===== src/rtl/procesador_pkg.sv =====
// Shared definitions for the 12-bit accumulator processor and its program loader.
package procesador_pkg;

    localparam int ANCHO_DATO  = 12;
    localparam int ANCHO_DIR   = 6;
    localparam int PROFUNDIDAD = 64;

    localparam logic [3:0] LOAD  = 4'd1;
    localparam logic [3:0] STORE = 4'd2;
    localparam logic [3:0] ADD   = 4'd3;
    localparam logic [3:0] SUB   = 4'd4;
    localparam logic [3:0] MUL   = 4'd5;
    localparam logic [3:0] DIV   = 4'd6;
    localparam logic [3:0] AND   = 4'd7;
    localparam logic [3:0] OR    = 4'd8;
    localparam logic [3:0] XOR   = 4'd9;
    localparam logic [3:0] NOT   = 4'd10;
    localparam logic [3:0] JMP   = 4'd11;
    localparam logic [3:0] INC   = 4'd12;
    localparam logic [3:0] DEC   = 4'd13;
    localparam logic [3:0] SHL   = 4'd14;
    localparam logic [3:0] SHR   = 4'd15;

    typedef enum logic [1:0] {
        LIMPIAR,
        ESPERA,
        ESCRIBIR,
        EJECUTAR
    } estado_t;

endpackage


===== src/rtl/cargador_programa_contador_retencion.sv =====
// Hold counter: while activo, pulses fin on the last of every CICLOS consecutive cycles.
module contador_retencion #(
    parameter int CICLOS = 2
) (
    input  logic clk,
    input  logic reset,
    input  logic activo,
    output logic fin
);

    localparam int W = (CICLOS > 1) ? $clog2(CICLOS) : 1;

    logic [W-1:0] cnt;

    assign fin = activo && (cnt == W'(CICLOS - 1));

    always_ff @(posedge clk or posedge reset) begin
        if (reset) begin
            cnt <= '0;
        end else if (!activo || fin) begin
            cnt <= '0;
        end else begin
            cnt <= cnt + 1'b1;
        end
    end

endmodule


===== src/rtl/cargador_programa.sv =====
// Program loader: clears processor memory, writes {address, word} records, then releases the processor.
module cargador_programa #(
    parameter int ANCHO_DATO       = procesador_pkg::ANCHO_DATO,
    parameter int ANCHO_DIR        = procesador_pkg::ANCHO_DIR,
    parameter int PROFUNDIDAD      = procesador_pkg::PROFUNDIDAD,
    parameter int CICLOS_ESCRITURA = 2
) (
    input  logic                  clk,
    input  logic                  reset,
    input  logic                  valido,
    output logic                  listo,
    input  logic [ANCHO_DIR-1:0]  dir_in,
    input  logic [ANCHO_DATO-1:0] dato_in,
    input  logic                  ultimo,
    input  logic                  recargar,
    output logic                  wr,
    output logic [ANCHO_DIR-1:0]  direccion,
    output logic [ANCHO_DATO-1:0] datoEntrante,
    output logic                  ejecutando,
    output logic                  error_dir,
    output logic [7:0]            palabras_cargadas
);

    import procesador_pkg::*;

    localparam logic [ANCHO_DIR-1:0] ULT_DIR = ANCHO_DIR'(PROFUNDIDAD - 1);

    estado_t               estado_q, estado_d;
    logic [ANCHO_DIR-1:0]  dir_q, dir_d;
    logic [ANCHO_DATO-1:0] dato_q, dato_d;
    logic                  ult_q, ult_d;
    logic                  err_q, err_d;
    logic [7:0]            pal_q, pal_d;
    logic                  activo, fin, acepta, fuera;

    assign activo = (estado_q == LIMPIAR) || (estado_q == ESCRIBIR);
    assign acepta = valido && listo;
    assign fuera  = 32'(dir_in) >= PROFUNDIDAD;

    contador_retencion #(
        .CICLOS(CICLOS_ESCRITURA)
    ) u_retencion (
        .clk   (clk),
        .reset (reset),
        .activo(activo),
        .fin   (fin)
    );

    always_ff @(posedge clk or posedge reset) begin
        if (reset) begin
            estado_q <= LIMPIAR;
            dir_q    <= '0;
            dato_q   <= '0;
            ult_q    <= 1'b0;
            err_q    <= 1'b0;
            pal_q    <= '0;
        end else begin
            estado_q <= estado_d;
            dir_q    <= dir_d;
            dato_q   <= dato_d;
            ult_q    <= ult_d;
            err_q    <= err_d;
            pal_q    <= pal_d;
        end
    end

    always_comb begin
        estado_d = estado_q;
        dir_d    = dir_q;
        dato_d   = dato_q;
        ult_d    = ult_q;
        err_d    = err_q;
        pal_d    = pal_q;
        case (estado_q)
            LIMPIAR: begin
                if (fin) begin
                    if (dir_q == ULT_DIR) estado_d = ESPERA;
                    else                  dir_d    = dir_q + 1'b1;
                end
            end
            ESPERA: begin
                if (acepta) begin
                    // Out-of-range records never reach the memory port; ultimo still ends the load.
                    if (fuera) begin
                        err_d = 1'b1;
                        if (ultimo) estado_d = EJECUTAR;
                    end else begin
                        dir_d    = dir_in;
                        dato_d   = dato_in;
                        ult_d    = ultimo;
                        estado_d = ESCRIBIR;
                        if (pal_q != 8'hFF) pal_d = pal_q + 8'd1;
                    end
                end
            end
            ESCRIBIR: begin
                if (fin) estado_d = ult_q ? EJECUTAR : ESPERA;
            end
            EJECUTAR: begin
                if (recargar) begin
                    estado_d = LIMPIAR;
                    dir_d    = '0;
                    dato_d   = '0;
                    ult_d    = 1'b0;
                    err_d    = 1'b0;
                    pal_d    = '0;
                end
            end
            default: estado_d = LIMPIAR;
        endcase
    end

    // Port values are decoded from the state register so reset reaches them without a clock.
    assign listo             = (estado_q == ESPERA);
    assign ejecutando        = (estado_q == EJECUTAR);
    assign wr                = (estado_q != EJECUTAR);
    assign direccion         = (estado_q == EJECUTAR) ? '0 : dir_q;
    assign datoEntrante      = ((estado_q == ESPERA) || (estado_q == ESCRIBIR)) ? dato_q : '0;
    assign error_dir         = err_q;
    assign palabras_cargadas = pal_q;

endmodule


===== config.mk =====
export PLATFORM = sky130hd
export DESIGN_NAME = cargador_programa
export DESIGN_NICKNAME = d
export VERILOG_FILES = /design/src/rtl/procesador_pkg.sv /design/src/rtl/cargador_programa_contador_retencion.sv /design/src/rtl/cargador_programa.sv
export SDC_FILE = /design/constraint.sdc
export NUM_CORES = 1
export LEC_CHECK = 0
export ABC_AREA = 1
export CAP_MARGIN = 20
export CORE_MARGIN = 2
export CORE_UTILIZATION = 43
export DETAILED_ROUTE_END_ITERATION = 8
export GPL_ROUTABILITY_DRIVEN = 1
export GPL_TIMING_DRIVEN = 1
export PLACE_DENSITY = 0.79
export SLEW_MARGIN = 40
export SYNTH_ARGS = -nofsm -noshare
export SYNTH_HDL_FRONTEND = slang
export SYNTH_SLANG_ARGS = --single-unit

===== constraint.sdc =====
create_clock -name clk -period 1.5 [get_ports clk]
set_input_delay 0.3 -clock clk [delete_from_list [all_inputs] [get_ports clk]]
set_output_delay 0.3 -clock clk [all_outputs]
set_load 0.005 [all_outputs]

### Word level (Yosys, flattened, before mapping)

Index checks and enable logic that the tools add are counted.
W data, S select, Z words.

| operators by class | value |
|---|---|
| $add $sub $neg | 3 |
| mux-type cells | 25 |
| reductions and logical operators | 13 |
| eq/ne operators | 13 |

Operators with widths:

| kind | count |
|---|---|
| $mux W12 | 3 |
| $mux W6 | 5 |
| $mux W8 | 3 |
| $pmux W12 S2 | 1 |
| $pmux W6 S3 | 1 |
| $pmux W8 S2 | 1 |
| $mux W2 | 6 |
| $ne A2 B1 Y1 const B | 5 |
| $reduce_and A5 Y1 | 2 |
| $add A8 B1 Y8 const B | 1 |
| $ne A8 B8 Y1 const B | 1 |
| $pmux W2 S4 | 1 |
| $add A6 B1 Y6 const B | 1 |
| $eq A6 B6 Y1 const B | 1 |
| $ne A2 B2 Y1 const B | 3 |
| $eq A2 B2 Y1 const B | 2 |
| $reduce_and A4 Y1 | 1 |
| $logic_or A1 B1 Y1 | 3 |
| $mux W1 | 3 |
| $reduce_and A3 Y1 | 1 |
| $reduce_bool A3 Y1 | 1 |
| $eq A2 B1 Y1 const B | 1 |
| $logic_and A1 B1 Y1 | 2 |
| $logic_not A2 Y1 | 1 |
| 4 further kinds | 4 |

| word-level totals | value |
|---|---|
| output and inout port bits | 30 |
| bits in registers | 30 |
| logic and storage cells | 60 |
| input bits | 23 |

### Depth between registers and ports, before layout

Gate-level depths: netlist of the first run.

| depth | value |
|---|---|
| word-level depth | 5 |
| depth in mapped cells | 10 |

### Modules after synthesis

Synthesis of the first run repeated with hierarchy kept, for this count alone.

| second synthesis, totals | value |
|---|---|
| cell total of the unflattened synthesis | 262 |
| area total of the unflattened synthesis | 1,931.9 um^2 |

By module, submodules not included:

| module | cells an instance | instances | area an instance (um^2) | sequential area each (um^2) |
|---|---|---|---|---|
| cargador_programa | 256 | 1 | 1,885.6 | 725.7 |
| contador_retencion | 6 | 1 | 46.3 | 25.0 |

### Worst setup path before layout of the first run

No wires, ideal clock.

| timing path | value |
|---|---|
| kind | reg2reg |
| start | register estado_q[1] |
| end | register pal_q[3], in the netlist palabras_cargadas[3] |
| stages on the path, launching flop included | 11 |
| path slack | -31 ps |
| data arrival time | 1,413 ps |
| clock period less this slack | 1,531 ps |
| setup time | 118 ps |
| buffers on the path | 2 |
| cells stage by stage | dfrtp_1 inv_1 ha_1 buf_6 nand2_2 o21ai_4 nor2_4 nand2_4 buf_12 nand2_2 o21ai_2 |

| between the ends | value |
|---|---|
| longest elaborated chain between the ends | 4 |
| elaborated cells between the ends (all ways) | 9 |

Ends and longest elaborated chain:

| item | line | source |
|---|---|---|
| from (decl) | cargador_programa.sv:28 | `estado_t estado_q, estado_d;` |
| from (signal assigned) | cargador_programa.sv:58 | `estado_q <= estado_d;` |
| $eq A2 B1 Y1 (*) | cargador_programa.sv:114 | `assign listo = (estado_q == ESPERA);` |
| via listo | cargador_programa.sv:11 | `output logic listo,` |
| $logic_and A1 B1 Y1 | cargador_programa.sv:37 | `assign acepta = valido && listo;` |
| $ne A2 B1 Y1 (no source line) | -- |  |
| $reduce_and A4 Y1 (no source line) | -- |  |
| to (signal assigned) | cargador_programa.sv:63 | `pal_q <= pal_d;` |
| to (decl) | cargador_programa.sv:33 | `logic [7:0] pal_q, pal_d;` |

The timed path passes the listed nets; every way through them passes the cells marked *.
A chain may end at the register's enable or synchronous reset.

### Worst setup path in the final report of the first run

| timing path | value |
|---|---|
| start | register estado_q[0] |
| end | output port datoEntrante[10] |

| between the ends | value |
|---|---|
| longest elaborated chain between the ends | 3 |
| elaborated cells between the ends (all ways) | 4 |

Ends and longest elaborated chain:

| item | line | source |
|---|---|---|
| $eq A2 B1 Y1 / $eq A2 B2 Y1 (equally long branches) | cargador_programa.sv:118 | `assign datoEntrante = ((estado_q == ESPERA) \|\| (estado_q == ESCRIBIR)) ? dato_q : '0;` |
| $logic_or A1 B1 Y1 (*) | cargador_programa.sv:118 |  |
| $mux W12 (*) | cargador_programa.sv:118 |  |
| to (decl) | cargador_programa.sv:18 | `output logic [ANCHO_DATO-1:0] datoEntrante,` |

Every way passes the cells marked *; elsewhere a longest branch is shown, timed or not.

==> impl_metrics.yaml, run 1 <==
critical_path:
  worst_path_most_repeated_cell: "buf_6"
  required_ns: 1.20
  cp_cell_sequence: "buf_6, inv_4, ha_4, buf_6, buf_8, nand2_2, inv_2, buf_2"
  r2r-start: "estado_q[0]"
  worstSetupPathType: "reg2out"
  arrival_ns: 1.55
  crit_start: "estado_q[0]"
  start_kind: "register"
  worst-path-max-fanout: 5
  endpoint_kind: "primary output"
  cpMaxStageDelayCell: "dfrtp_1"
  max_stage_delay_ns: 0.41
sta:
  timing.final.crit_share_pct: 124
  final_hold_viol_count: 0
  min_period_ns: 1.85
  setup_viol: 50
  drv_slew: 0
  postLayoutSetupSlackWorst_ns: -0.354
  fmax_mhz: 539
  fin_skew_ns: 0.0132
  rsz0062_at_grt: "true"
cts:
  cts_root_buf: "clkbuf_8"
  cts_hold_buf: 0
  clk_latency_ns: 0.30
  numCtsBuffers: 5
  clk_path_buf_depth: 2
  path_clk_slew_ns: 0.08
  h-tree-depth: 2
  cts.sinks: 30
  cts_tree: "built"
logic_synthesis:
  postSynthAreaPerCell_um2: 7.50
  synth_cells: 253
  synth_cell_type_count: 28
  ys_seq_area_share_pct: 39.6
  synth.cell_area_um2: 1900
  ys_ff_latch: 30
  synth_warnings: 0
  synth_edf_count: 0
  synthArstFlopShare_pct: 100
  ys.flop_type: "dfrtp_1"
  synthesis.nets: 283
run_status:
  outcome: "finished, violations left"
  violations: "setup timing"
floorplan:
  die_y_um: 70.4
  initial_core_util_pct: 44.2
  dieArea_um2: 4960
  core_area_um2: 4290
  fp.dieW_um: 70.4
  io_pins: 53
  rows: 24
final_layout:
  antenna_cells: 0
  nets: 382
  layout.filler_cells: 275
  syn2layout_area_growth_pct: 71.7
  drive_above_1_share_pct: 45.3
  final_common_cell: "nand2_1"
  final_core_util_pct: 75.9
  final_area_um2: 3260
  final_cell_mix: "71 x nand2_1, 29 x dfrtp_1, 29 x clkdlybuf4s50_1"
  finalNonFillerCells: 405
routing:
  first_iter_violations: 195
  avgViaCountPerCell: 5.27
  wl_per_cell_um: 16.5
  dr.pass1.iters: 4
  via_count: 2136
  ant_nets: 0
  wirelength_mm: 6.68
  drc: 0
grt:
  gr-usage-all-layers_pct: 21.9
  overflow: 0
  grt_pass1_wl_mm: 8.66
  antenna_found_initial: 0
  grt_max_degree: 31
  grt_pass1_vias: 1900
place:
  portBuffers: 51
  gp_congestion: 0.805
  dp_hpwl_mm: 3.18
  dp.cells: 368
  dpl_cell_area_um2: 2610
power_and_ir_drop:
  p_leak_nw: 1.79
  power_density_nw_per_um2: 492
  ir_drop_mv: 0.435
  power.total_mw: 1.61
worst_hold_path:
  min_path_type: "in2async"
job:
  drv_cap: 0
Yosys cell counts (all sizes together), types with 2 or more instances:
master	n	area [µm²]
buf	7	73.8
clkbuf	2	7.51
dfrtp	30	751
ha	7	87.6
inv	35	134
nand2	97	399
nand3	28	153
nor2	19	101
o21ai	17	115
o21bai	4	30.0
or2	2	12.5
path summary, 6_finish.rpt:
check                                            end  slack [ns]  cells past startpoint
worst max-delay path                datoEntrante[10]       -0.35                      8
worst min register to register       u_retencion.cnt        0.48                      1
min in group clk                     u_retencion.cnt        0.48                      1
worst min-delay path                       dato_q[4]        0.35                      3
max in group asynchronous       palabras_cargadas[3]        0.95                      3
worst max register to register  palabras_cargadas[6]       -0.35                     11
worst max-delay path, delay by kind of cell, from the launching register on:
kind | cells | cell delay, ns
buffers and inverters | 6 | 0.58
AND/OR/NAND/NOR | 1 | 0.06
adder cells (fa/ha/maj) | 1 | 0.21
flip-flops | 1 | 0.41
state kept, by name, indices dropped and copies added (netlist names):
register / cells
dir_q: 6
ult_q: 1
palabras_cargadas: 8
estado_q: 2
u_retencion.cnt: 1
dato_q: 12
routing by layer:
| metal | vias to the layer above | track usage (%) | wire [µm] |
|---|---|---|---|
| met3 | 39 | 5.34 | 440 |
| li1 | 981 | - | - |
| met1 | 1001 | 27.4 | 2510 |
| met4 | 0 | 7.91 | 318 |
| met5 | - | 0 | 0 |
| met2 | 115 | 36.7 | 3410 |
logic make-up after synthesis:
logic type / synth area share, %
flip-flops: 39.6
adder cells (fa/ha/maj): 4.61
AND/OR/NAND/NOR: 35.8
other: 0.198
buffers and inverters: 11.3
AO/OA/AOI/OAI: 8.50
cell type report:
| cell class | instances | area (µm²) | share of cell area (%) |
|---|---|---|---|
| clock buffers | 7 | 86.3 | 2.65 |
| clock inverters | 1 | 5.00 | 0.154 |
| inverters | 35 | 139 | 4.26 |
| multi-input cells | 181 | 1250 | 38.5 |
| flip-flops and latches | 30 | 752 | 23.1 |
| well taps | 52 | 65.1 | 2.00 |
| repair buffers | 99 | 957 | 29.4 |
report_power, final:
part	switching, mW	leakage (nW)	total [mW]	internal [mW]
clock network	0.339	0.0482	0.709	0.370
logic	0.0315	1.34	0.0873	0.0558
registers	0	0.394	0.809	0.809
total	0.370	1.79	1.61	1.23
repair_timing:
action | CTS | global route
buffers inserted | 19 | 15
pin swaps | 17 | 26
setup endpoints to repair | 58 | 51
gates cloned | 2 | 1
resized for setup | 113 | 88
per-stage QoR:
stage	hold slack (ns)	setup TNS (ns)	setup WS, ns
floorplan	0.391	-0.0297	-0.00664
global placement	0.419	-7.80	-0.213
detailed placement	0.425	-9.09	-0.244
CTS	0.355	-11.35	-0.296
global route	0.372	-15.07	-0.435
finish	0.346	-12.06	-0.354
Note: power is estimated with default switching activity, not from simulation.
==> inputs of run 2 (changes only) <==
- CORE_UTILIZATION: 43 -> 30
- PLACE_DENSITY: 0.79 -> 0.57
- clock period: 1.5 -> 1.8 ns (I/O delays scaled with it)
==> impl_metrics.yaml, run 2 (synthesis gave the netlist of run 1 again) <==
worst_hold_path:
  min_from: "u_retencion.cnt"
  min_path_type: "reg2reg"
critical_path:
  crit_start: "estado_q[1]"
  start_kind: "register"
  worstSetupPathType: "reg2out"
  cpMaxStageDelayCell: "dfrtp_1"
  endpoint_kind: "primary output"
  r2r-start: "estado_q[1]"
  cp_cell_sequence: "buf_6, ha_4, buf_4, buf_4, dlygate4sd2_1"
  required_ns: 1.44
  arrival_ns: 1.48
  worst_path_most_repeated_cell: "buf_4"
  worst-path-max-fanout: 3
  critPathBufInv: 4
  max_stage_delay_ns: 0.42
  crit_family: "buffers and inverters"
routing:
  drc: 0
  wirelength_mm: 4.93
  ant_nets: 0
  first_iter_violations: 82
  avgViaCountPerCell: 4.37
  dr.pass1.iters: 4
  wl_per_cell_um: 12.1
  via_count: 1782
grt:
  grt_pass1_vias: 1765
  antenna_found_initial: 0
  grt_max_degree: 31
  gr-usage-all-layers_pct: 14.4
  overflow: 0
  grt_pass1_wl_mm: 8.20
cts:
  clk_latency_ns: 0.28
  cts.sinks: 30
  path_clk_slew_ns: 0.07
  h-tree-depth: 2
  clk_path_buf_depth: 2
  cts_root_buf: "clkbuf_8"
  cts_hold_buf: 0
  numCtsBuffers: 5
  cts_tree: "built"
sta:
  fmax_mhz: 543
  fin_skew_ns: 0.00606
  setup_viol: 6
  postLayoutSetupSlackWorst_ns: -0.0423
  drv_slew: 0
  min_period_ns: 1.84
  final_hold_viol_count: 0
  rsz0062_at_grt: "true"
  timing.final.crit_share_pct: 102
final_layout:
  final_area_um2: 2830
  syn2layout_area_growth_pct: 48.9
  final_cell_mix: "80 x nand2_1, 30 x dfrtp_1, 30 x clkdlybuf4s50_1"
  antenna_cells: 0
  final_core_util_pct: 46.9
  final_common_cell: "nand2_1"
  nets: 362
  largest_reg_flops: 12
  finalNonFillerCells: 408
  drive_above_1_share_pct: 30.0
  largest-register: "dato_q"
place:
  dpl_cell_area_um2: 2600
  dp_hpwl_mm: 3.31
  gp_congestion: 0.760
  dp.cells: 385
  portBuffers: 51
floorplan:
  dieArea_um2: 6980
  die_y_um: 83.5
  rows: 28
  io_pins: 53
  initial_core_util_pct: 31.5
  core_area_um2: 6030
  fp.dieW_um: 83.5
job:
  drv_cap: 0
power_and_ir_drop:
  p_leak_nw: 1.52
  ir_drop_mv: 0.245
  power.total_mw: 1.30
  power_density_nw_per_um2: 462
run_status:
  violations: "setup timing"
  outcome: "finished, violations left"
==> run 2: through the flow <==
step / setup WS (ns) / setup TNS, ns / hold WS (ns)
floorplan: 0.269 / 0 / 0.407
global placement: -0.0165 / -0.0592 / 0.421
detailed placement: -0.0339 / -0.234 / 0.425
CTS: -0.144 / -1.12 / 0.435
global route: -0.0901 / -0.624 / 0.450
finish: -0.0423 / -0.164 / 0.432
==> run 2: per-layer routing <==
| metal | GRT usage (%) | up-vias | wire [µm] |
|---|---|---|---|
| met1 | 18.6 | 797 | 2350 |
| met5 | 0 | - | 0 |
| li1 | - | 939 | - |
| met2 | 24.2 | 41 | 2300 |
| met4 | 4.40 | 0 | 57 |
| met3 | 3.07 | 5 | 233 |
==> run 2: worst paths after layout <==
check                                        to  slack, ns  cells past startpoint
hold reg to reg                 u_retencion.cnt       0.43                      1
hold / removal                  u_retencion.cnt       0.43                      1
setup reg to reg           palabras_cargadas[2]       0.07                     11
max in group asynchronous  palabras_cargadas[5]       1.05                      3
setup / recovery                     ejecutando      -0.04                      5
min in group asynchronous           estado_q[1]       0.46                      3
==> run 2: repair_timing <==
| item | in CTS | in global routing |
|---|---|---|
| pin swaps | 2 | 10 |
| cloned | 0 | 2 |
| setup buffers | 7 | 8 |
| resized for setup | 53 | 51 |
| endpoints found under the setup margin | 21 | 43 |
==> run 2: power breakdown <==
group / total, mW / internal, mW / switching, mW
clock network: 0.565 / 0.308 / 0.257
registers: 0.674 / 0.674 / 0
logic: 0.0654 / 0.0431 / 0.0222
total: 1.30 / 1.03 / 0.279
==> run 2: area by class of cell <==
class	instances	area, µm²
fill	610	3200
multi-input combinational	181	1020
sequential	30	751
timing repair buffer	79	738
inverter	35	136
tap	75	93.8
clock buffer	7	86.3
clock inverter	1	5.00
